File: src/rtl/serial_hba_pkg.sv
// Shared types and constants for the serial-to-HBA bridge.
package serial_hba_pkg;

  typedef enum logic [2:0] {
    IDLE, GET_ADDR, GET_DATA, BUS_REQ, BUS_WAIT, TX_LOAD, TX_WAIT
  } state_t;

  localparam int RNW_BIT    = 7;
  localparam int LEN_MSB    = 6;
  localparam int LEN_LSB    = 4;
  localparam int PERIPH_MSB = 3;

  localparam logic [7:0] ACK_BYTE = 8'h06;
  localparam logic [7:0] ERR_BYTE = 8'hEE;

endpackage

File: src/rtl/serial_hba_bridge_buart.sv
// Byte UART: 8N1, one-byte receive holding register with valid/rd, transmit with wr/busy.
module buart #(
  parameter int CLKFREQ = 100_000_000,
  parameter int BAUD    = 115_200
) (
  input  logic       clk,
  input  logic       reset,
  input  logic       rx,
  output logic       tx,
  output logic [7:0] rx_data,
  output logic       valid,
  input  logic       rd,
  input  logic [7:0] tx_data,
  input  logic       wr,
  output logic       busy
);
  localparam int DIV = CLKFREQ / BAUD;
  localparam int CW  = $clog2(DIV + 1);

  logic [1:0]    rx_sync;
  logic          rx_act;
  logic [3:0]    rx_bit;
  logic [CW-1:0] rx_cnt;
  logic [7:0]    rx_sh;
  logic [9:0]    tx_sh;
  logic [3:0]    tx_bit;
  logic [CW-1:0] tx_cnt;

  // Receiver samples mid-bit; a byte arriving while one is still held is dropped.
  always_ff @(posedge clk) begin
    if (reset) begin
      rx_sync <= 2'b11;
      rx_act  <= 1'b0;
      rx_bit  <= '0;
      rx_cnt  <= '0;
      rx_sh   <= '0;
      rx_data <= '0;
      valid   <= 1'b0;
    end else begin
      rx_sync <= {rx_sync[0], rx};
      if (rd) valid <= 1'b0;
      if (!rx_act) begin
        if (!rx_sync[1]) begin
          rx_act <= 1'b1;
          rx_bit <= '0;
          rx_cnt <= CW'(DIV / 2 - 1);
        end
      end else if (rx_cnt != '0) begin
        rx_cnt <= rx_cnt - 1'b1;
      end else begin
        rx_cnt <= CW'(DIV - 1);
        if (rx_bit == 4'd0 && rx_sync[1]) begin
          rx_act <= 1'b0;
        end else if (rx_bit == 4'd9) begin
          rx_act <= 1'b0;
          if (rx_sync[1] && (!valid || rd)) begin
            rx_data <= rx_sh;
            valid   <= 1'b1;
          end
        end else begin
          if (rx_bit != 4'd0) rx_sh <= {rx_sync[1], rx_sh[7:1]};
          rx_bit <= rx_bit + 4'd1;
        end
      end
    end
  end

  always_ff @(posedge clk) begin
    if (reset) begin
      tx_sh  <= '1;
      tx_bit <= '0;
      tx_cnt <= '0;
      busy   <= 1'b0;
    end else if (!busy) begin
      if (wr) begin
        tx_sh  <= {1'b1, tx_data, 1'b0};
        tx_bit <= 4'd9;
        tx_cnt <= CW'(DIV - 1);
        busy   <= 1'b1;
      end
    end else if (tx_cnt != '0) begin
      tx_cnt <= tx_cnt - 1'b1;
    end else if (tx_bit == 4'd0) begin
      busy <= 1'b0;
    end else begin
      tx_sh  <= {1'b1, tx_sh[9:1]};
      tx_bit <= tx_bit - 4'd1;
      tx_cnt <= CW'(DIV - 1);
    end
  end

  assign tx = tx_sh[0];

endmodule

File: src/rtl/serial_hba_bridge.sv
// Framed serial command bridge acting as HBA bus master over a buart link.
// Optional bus watchdog enabled by defining SERIAL_HBA_TIMEOUT_EN.
//
// state    | meaning
// IDLE     | waiting for CMD byte
// GET_ADDR | waiting for start register byte
// GET_DATA | waiting for write data byte (or discarding after timeout)
// BUS_REQ  | raise bus request
// BUS_WAIT | request held until xferack (or watchdog)
// TX_LOAD  | wait for rts and idle transmitter, then load reply byte
// TX_WAIT  | reply byte shifting out
module serial_hba_bridge
  import serial_hba_pkg::*;
#(
  parameter int CLK_FREQUENCY  = 100_000_000,
  parameter int BAUD           = 115_200,
  parameter int ADDR_WIDTH     = 12,
  parameter int TIMEOUT_CYCLES = 1024
) (
  input  logic                  hba_clk,
  input  logic                  hba_reset,
  input  logic                  rxd,
  input  logic                  rts,
  output logic                  txd,
  output logic                  cts,
  output logic                  intr,
  input  logic                  hba_mgrant,
  input  logic                  hba_xferack,
  input  logic [7:0]            hba_dbus,
  output logic                  masterx_request,
  output logic [ADDR_WIDTH-1:0] master_abus,
  output logic                  master_rnw,
  output logic [7:0]            master_dbus
);
  localparam int RW = ADDR_WIDTH - 4;

  state_t        state, next;
  logic [7:0]    rx_data, tx_byte, wdata;
  logic          valid, busy, rd, wr, ready, accepting;
  logic          rnw, req, err, timed_out, bus_on;
  logic [3:0]    periph;
  logic [RW-1:0] reg_addr;
  logic [2:0]    remaining;

  buart #(.CLKFREQ(CLK_FREQUENCY), .BAUD(BAUD)) u_buart (
    .clk(hba_clk), .reset(hba_reset), .rx(rxd), .tx(txd),
    .rx_data(rx_data), .valid(valid), .rd(rd),
    .tx_data(tx_byte), .wr(wr), .busy(busy)
  );

  assign accepting = ready && (state == IDLE || state == GET_ADDR || state == GET_DATA);
  assign cts       = accepting;
  assign rd        = accepting && valid;
  assign wr        = (state == TX_LOAD) && rts && !busy;

  assign bus_on          = req && hba_mgrant;
  assign masterx_request = req;
  assign master_abus     = bus_on ? {periph, reg_addr} : '0;
  assign master_rnw      = bus_on && rnw;
  assign master_dbus     = (bus_on && !rnw) ? wdata : '0;

`ifdef SERIAL_HBA_TIMEOUT_EN
  localparam int TW = $clog2(TIMEOUT_CYCLES + 1);
  logic [TW-1:0] tmo_cnt;
  logic          intr_q;

  // Down-counter reloads whenever outside BUS_WAIT, so it restarts on every entry.
  always_ff @(posedge hba_clk) begin
    if (hba_reset || state != BUS_WAIT) tmo_cnt <= TW'(TIMEOUT_CYCLES - 1);
    else if (tmo_cnt != '0)             tmo_cnt <= tmo_cnt - 1'b1;
  end

  always_ff @(posedge hba_clk) begin
    if (hba_reset)                   intr_q <= 1'b0;
    else if (state == IDLE && rd)    intr_q <= 1'b0;
    else if (timed_out)              intr_q <= 1'b1;
  end

  assign timed_out = (state == BUS_WAIT) && !hba_xferack && (tmo_cnt == '0);
  assign intr      = intr_q;
`else
  assign timed_out = 1'b0;
  assign intr      = 1'b0;
`endif

  always_ff @(posedge hba_clk) begin
    if (hba_reset) begin
      state <= IDLE;
      ready <= 1'b0;
    end else begin
      state <= next;
      ready <= 1'b1;
    end
  end

  always_comb begin
    next = state;
    case (state)
      IDLE:     if (rd) next = GET_ADDR;
      GET_ADDR: if (rd) next = rnw ? BUS_REQ : GET_DATA;
      GET_DATA: if (rd) next = !err ? BUS_REQ : (remaining == 3'd0 ? TX_LOAD : GET_DATA);
      BUS_REQ:  next = BUS_WAIT;
      BUS_WAIT: if (hba_xferack || timed_out)
                  next = (!rnw && remaining != 3'd0) ? GET_DATA : TX_LOAD;
      TX_LOAD:  if (wr) next = TX_WAIT;
      TX_WAIT:  if (!busy) next = (rnw && !err && remaining != 3'd0) ? BUS_REQ : IDLE;
      default:  next = IDLE;
    endcase
  end

  always_ff @(posedge hba_clk) begin
    if (hba_reset) begin
      req       <= 1'b0;
      err       <= 1'b0;
      rnw       <= 1'b0;
      periph    <= '0;
      reg_addr  <= '0;
      remaining <= '0;
      wdata     <= '0;
      tx_byte   <= '0;
    end else begin
      case (state)
        IDLE: if (rd) begin
          rnw       <= rx_data[RNW_BIT];
          remaining <= rx_data[LEN_MSB:LEN_LSB];
          periph    <= rx_data[PERIPH_MSB:0];
          err       <= 1'b0;
        end
        GET_ADDR: if (rd) reg_addr <= rx_data[RW-1:0];
        GET_DATA: if (rd) begin
          wdata <= rx_data;
          if (err) begin
            if (remaining == 3'd0) tx_byte   <= ERR_BYTE;
            else                   remaining <= remaining - 3'd1;
          end
        end
        BUS_REQ: req <= 1'b1;
        BUS_WAIT: if (hba_xferack || timed_out) begin
          req <= 1'b0;
          if (hba_xferack) reg_addr <= reg_addr + 1'b1;
          if (timed_out)   err      <= 1'b1;
          // A read that times out ends the burst here.
          if (timed_out && rnw)                remaining <= '0;
          else if (!rnw && remaining != 3'd0)  remaining <= remaining - 3'd1;
          tx_byte <= timed_out ? ERR_BYTE : (rnw ? hba_dbus : ACK_BYTE);
        end
        TX_WAIT: if (!busy && rnw && !err && remaining != 3'd0) remaining <= remaining - 3'd1;
        default: ;
      endcase
    end
  end

endmodule

File: config.mk
export PLATFORM = sky130hd
export DESIGN_NAME = serial_hba_bridge
export DESIGN_NICKNAME = d
export VERILOG_FILES = /design/src/rtl/serial_hba_pkg.sv /design/src/rtl/serial_hba_bridge_buart.sv /design/src/rtl/serial_hba_bridge.sv
export SDC_FILE = /design/constraint.sdc
export NUM_CORES = 1
export LEC_CHECK = 0
export CAP_MARGIN = 20
export CORE_UTILIZATION = 35
export CTS_BUF_LIST = sky130_fd_sc_hd__clkbuf_8
export DETAILED_ROUTE_END_ITERATION = 8
export SLEW_MARGIN = 15
export SYNTH_ARGS = -nofsm -noshare
export SYNTH_HDL_FRONTEND = slang
export SYNTH_HIERARCHICAL = 1
export SYNTH_SLANG_ARGS = --single-unit
File: constraint.sdc
create_clock -name hba_clk -period 1.9 [get_ports hba_clk]
set_input_delay 0.38 -clock hba_clk [delete_from_list [all_inputs] [get_ports hba_clk]]
set_output_delay 0.38 -clock hba_clk [all_outputs]
set_load 0.02 [all_outputs]
======== Word-level counts from Yosys, hierarchy flattened ========
Index checks and enable logic that the tools add are counted.
W data, S select, Z words.
operators by class
  add/subtract/negate cells ............... 6
  equal/unequal tests ..................... 24
  muxes and demuxes ....................... 61
  bitwise logic cells ..................... 4
  reductions and logical operators ........ 44
operators with widths
  operator                 number
  $mux W10                 11
  $mux W8                  6
  $mux W4                  9
  $mux W3                  11
  $ne A2 B2 Y1 const B     11
  $pmux W3 S7              1
  $reduce_bool A10 Y1      2
  $sub A10 B1 Y10 const B  2
  $mux W1                  18
  $pmux W8 S2              1
  $reduce_and A5 Y1        3
  $logic_and A1 B1 Y1      13
  $mux W12                 1
  $ne A2 B1 Y1 const B     5
  $eq A3 B3 Y1 const B     3
  $pmux W3 S3              1
  $add A8 B1 Y8 const B    1
  $logic_not A4 Y1         2
  $reduce_and A2 Y1        4
  $reduce_and A8 Y1        1
  $reduce_bool A2 Y1       4
  $reduce_bool A4 Y1       2
  $eq A3 B2 Y1 const B     2
  $logic_not A3 Y1         2
  other kinds (15)         23
storage, ports and cells
  flip-flop bits (word level) ............. 96
  output and inout bits ................... 25
  logic and storage cells ................. 159

======== Longest topological paths before layout ========
  word-level depth ........................ 12
  mapped depth ............................ 8

======== Cells and area by module ========
Netlist, hierarchy kept.
modules (own cells, without submodules)
  module             times used  cells each  area an instance (um^2)
  buart              1           322         2810.2
  serial_hba_bridge  1           244         1974.4

======== Worst setup path before layout ========
OpenSTA, ideal clock, no wires.
  path kind ............................... reg2reg
  start ................................... register u_buart.rx_cnt[0]
  end ..................................... register u_buart.rx_cnt[8]
  library setup time ...................... 58 ps
  arrival ................................. 1946 ps
  required time ........................... 1842 ps
  setup slack ............................. -104 ps
  cell stages (with the launch flop) ...... 9
  buffers on the path ..................... 2
  period minus slack after synthesis ...... 2004 ps
  cell sequence ........................... dfxtp_1 inv_1 ha_1 or4b_1 buf_2 or4_1 buf_2 a21oi_2 o221a_2
on the way
  longest elaborated chain between the ends .. 3
  elaborated cells between the ends (all ways) .. 4
ends and longest elaborated chain
  element                                                 line                                                          source
  from (decl)                                             serial_hba_bridge_buart.sv:23                                 logic [CW-1:0] rx_cnt;
  from (signal assigned)                                  serial_hba_bridge_buart.sv:46                                 rx_cnt <= CW'(DIV / 2 - 1);
  from (signal assigned)                                  serial_hba_bridge_buart.sv:49                                 rx_cnt <= rx_cnt - 1'b1;
  from (signal assigned)                                  serial_hba_bridge_buart.sv:51                                 rx_cnt <= CW'(DIV - 1);
  $sub A10 B1 Y10 or $reduce_bool A10 Y1 (tied branches)  serial_hba_bridge_buart.sv:49, serial_hba_bridge_buart.sv:48
  $mux W10 (*)                                            serial_hba_bridge_buart.sv:48                                 end else if (rx_cnt != '0) begin
  $mux W10 (*)                                            serial_hba_bridge_buart.sv:42                                 if (!rx_act) begin
Mark *: on every way between the ends. The rest lies on a longest branch, timed or not.
A chain may end at the register's enable or synchronous reset.

======== Worst setup path in the final report ========
  start ................................... register u_buart.rx_cnt[1]
  end ..................................... register u_buart.rx_cnt[8]
Same word-level chain as after synthesis.

==> flow_summary.json <==
{
  "async_reset_ff_share_pct": 0,
  "min_path_type": "in2reg",
  "final_common_cell": "dfxtp_1",
  "endpoint_kind": "flip-flop",
  "status": "complete, but fails checks",
  "ys_types": 65,
  "final_nets": 668,
  "layout_min_cycle_time_ns": 1.913,
  "root_buffer": "clkbuf_8",
  "vdd_ir_drop_max_v": 0.0002672,
  "numPortBuffers": 37,
  "ys_warn_count": 6,
  "post-route-drc-count": 0,
  "startpoint_type": "flip-flop",
  "instances_no_fill": 826,
  "yosysSeqAreaShare_pct": 39.75,
  "min_period_over_period_pct": 100.7,
  "syn_area_um2": 4785,
  "rsz0062_at_grt": "yes",
  "fillers": 1285,
  "synth_top_area_cell": "dfxtp_1",
  "worstPathArrival_ns": 2.23,
  "drive_above_1_share_pct": 22.62,
  "gp_congestion": 0.8396,
  "grt_pass1_vias": 4079,
  "path_class": "reg2reg",
  "fin_util_pct": 44.71,
  "synth.avg_cell_area_um2": 8.453,
  "r2r_slack_ns": -0.01,
  "path_cells": "inv_2 > ha_4 > or4b_4 > or4_4 > a21oi_2 > o221a_2",
  "vias_per_cell": 5.305,
  "fmax_mhz": 522.7,
  "cts_hold_buffers": 0,
  "critPathMaxStageDelay_ns": 0.52,
  "cts_max_level": 3,
  "setup_viol": 1,
  "power_switching_w": 0.0009705,
  "syn_nets": 589,
  "synth-edff-count": 0,
  "internal-power_w": 0.002998,
  "comb_power_share_pct": 11.5,
  "p_per_area_nw_per_um2": 667.5,
  "wl_um": 12110,
  "synth_flop_cell": "dfxtp_1",
  "power_w": 0.003968,
  "grt_pass1_wl_um": 19980,
  "num_io_pins": 39,
  "drv_cap": 0,
  "power_switching_share_pct": 24.46,
  "diodes": 0,
  "drt_iter0_drc": 362,
  "hold_viol_final": 0,
  "post-route-worst-setup-slack_ns": -0.01315,
  "cts_buffers": 9,
  "slowest_stage": "or4b_4",
  "hpwlAfterDp_um": 8620,
  "cp_data_required_time_ns": 2.22,
  "leakagePower_nw": 2.338,
  "post-place-ws_ns": -0.3705,
  "routedWlPerCell_um": 14.65,
  "holdWs_ns": 0.3419,
  "tightest_slew_ns": 0.4974,
  "post-synth-top-area-fraction_pct": 39.75,
  "clock-sinks": 95,
  "ant_nets": 0,
  "grt.overflow.total": 0,
  "final_cell_mix": "dfxtp_1 (89), buf_4 (67), a21oi_1 (47)",
  "violations": "setup timing",
  "dp.cells": 805,
  "vias": 4382,
  "antenna_found_initial": 0,
  "path_clk_slew_ns": 0.09,
  "rows": 42,
  "start_util_pct": 35.99,
  "max-slew-margin-rel_pct": 66.62,
  "clk_latency_ns": 0.37,
  "coreArea_um2": 13300,
  "chipHeight_um": 118.9,
  "cts_buffer_depth": 2,
  "crit_path_max_fanout": 5,
  "synth-seq-cells": 95,
  "drtPass1Iterations": 4,
  "die_w_um": 118.9,
  "clock_power_share_pct": 37.4,
  "yosys-top-cells-area": "dfxtp_1 (40%), mux2i_1 (6.5%), a21oi_1 (5.1%), o21ai_0 (3.5%), nor2_1 (3.2%)",
  "die_area_um2": 14140,
  "cts_tree": "built",
  "track_usage_pct": 17.45,
  "grt_max_degree": 30,
  "syn_inst": 566,
  "area.growth.synth_to_final_pct": 24.24,
  "slew_viol_final": 0,
  "final.setup_skew_ns": 0.01190,
  "seqPwrFrac_pct": 51.1
}
## layer usage
layer  vias to the layer above  track usage [%]  share of wire, %
met3                        14            4.358               4.3
li1                       2232                -                 -
met4                         0            5.222               1.4
met2                       104            26.72                44
met1                      2032            24.04                50
met5                         -                0                 0
## state kept, by name (all words and copies together), names as in the netlist, 2 cells and up
signal / cells
u_buart/rx_cnt: 10
u_buart/tx_cnt: 10
u_buart/tx_sh: 9
reg_addr: 8
tx_byte: 8
u_buart/rx_data: 8
u_buart/rx_sh: 8
wdata: 8
periph: 4
u_buart/rx_bit: 4
u_buart/tx_bit: 4
remaining: 3
state: 3
u_buart/rx_sync: 2
## cell type report
class	instances	area (um2)	area share, %
Clock inverter	6	85.08	1.431
Clock buffer	10	137.6	2.315
Tap cell	176	220.2	3.704
Multi-Input combinational cell	411	2713	45.63
Sequential cell	95	1912	32.16
Timing Repair Buffer	106	794.5	13.37
Inverter	22	82.58	1.389
## power by group through the flow
stage          Sequential [W]  Combinational (W)  Clock [W]
6_report              0.00203           0.000456    0.00148
5_1_grt               0.00203           0.000491    0.00161
3_3_place_gp          0.00207           0.000376          0
4_1_cts               0.00203           0.000429    0.00153
3_5_place_dp          0.00207           0.000387          0
2_1_floorplan         0.00208           0.000245          0
## through the flow
step / setup TNS (ns) / cell area, um2
after floorplan: -0.4359 / 4833
after global placement: -7.928 / 5717
after detailed placement: -9.460 / 5717
after CTS: -0.1451 / 5948
after global routing: -0.3992 / 5944
final: -0.01315 / 5944
## worst paths after layout
path                                      endpoint  cells after the start          startpoint
worst max-delay path             u_buart/rx_cnt[8]                      6   u_buart/rx_cnt[1]
worst min-delay path                u_buart/rx_act                      2           hba_reset
worst max register to register   u_buart/rx_cnt[8]                      6   u_buart/rx_cnt[1]
worst min register to register  u_buart/rx_sync[1]                      1  u_buart/rx_sync[0]
## synth_stat cells (all sizes together), types with 3 or more instances
cell type / n
xnor2: 3
or4b: 4
o31ai: 11
nor3: 16
or4: 8
inv: 22
or2: 5
dfxtp: 95
clkbuf: 26
nand3: 23
nand2b: 9
ha: 9
a311oi: 3
nor2b: 7
buf: 14
nor4: 7
nand3b: 5
o211ai: 11
and2: 12
mux2i: 31
or3: 8
nand4bb: 3
o32ai: 4
nand4: 4
a31oi: 5
a211oi: 10
nand2: 33
nor2: 42
nor3b: 5
a21oi: 51
and3: 13
o21ai: 35
nand4b: 4
## logic make-up after synthesis
logic type / share of synthesized area [%]
AO/OA/AOI/OAI: 19.48
XOR/XNOR: 0.9154
adder cells (fa/ha/maj): 2.354
buffers and inverters: 5.674
flip-flops: 39.75
multiplexers: 6.721
other: 0.07838
AND/OR/NAND/NOR: 25.03
## worst max-delay path: cells and delay by family (launching register included)
family / cells / cell delay, ns
buf+inv: 1 / 0.06
flops: 1 / 0.33
compound gates: 2 / 0.33
fa+ha+maj: 1 / 0.14
simple gates: 2 / 1.01
## timing repair
action                                  CTS  global route
pin swaps                                 2             1
gates resized for setup                  60            35
cloned                                    1             1
endpoints found under the setup margin   43            40
setup buffers                             2             1
(Power assumes the default switching activity.)
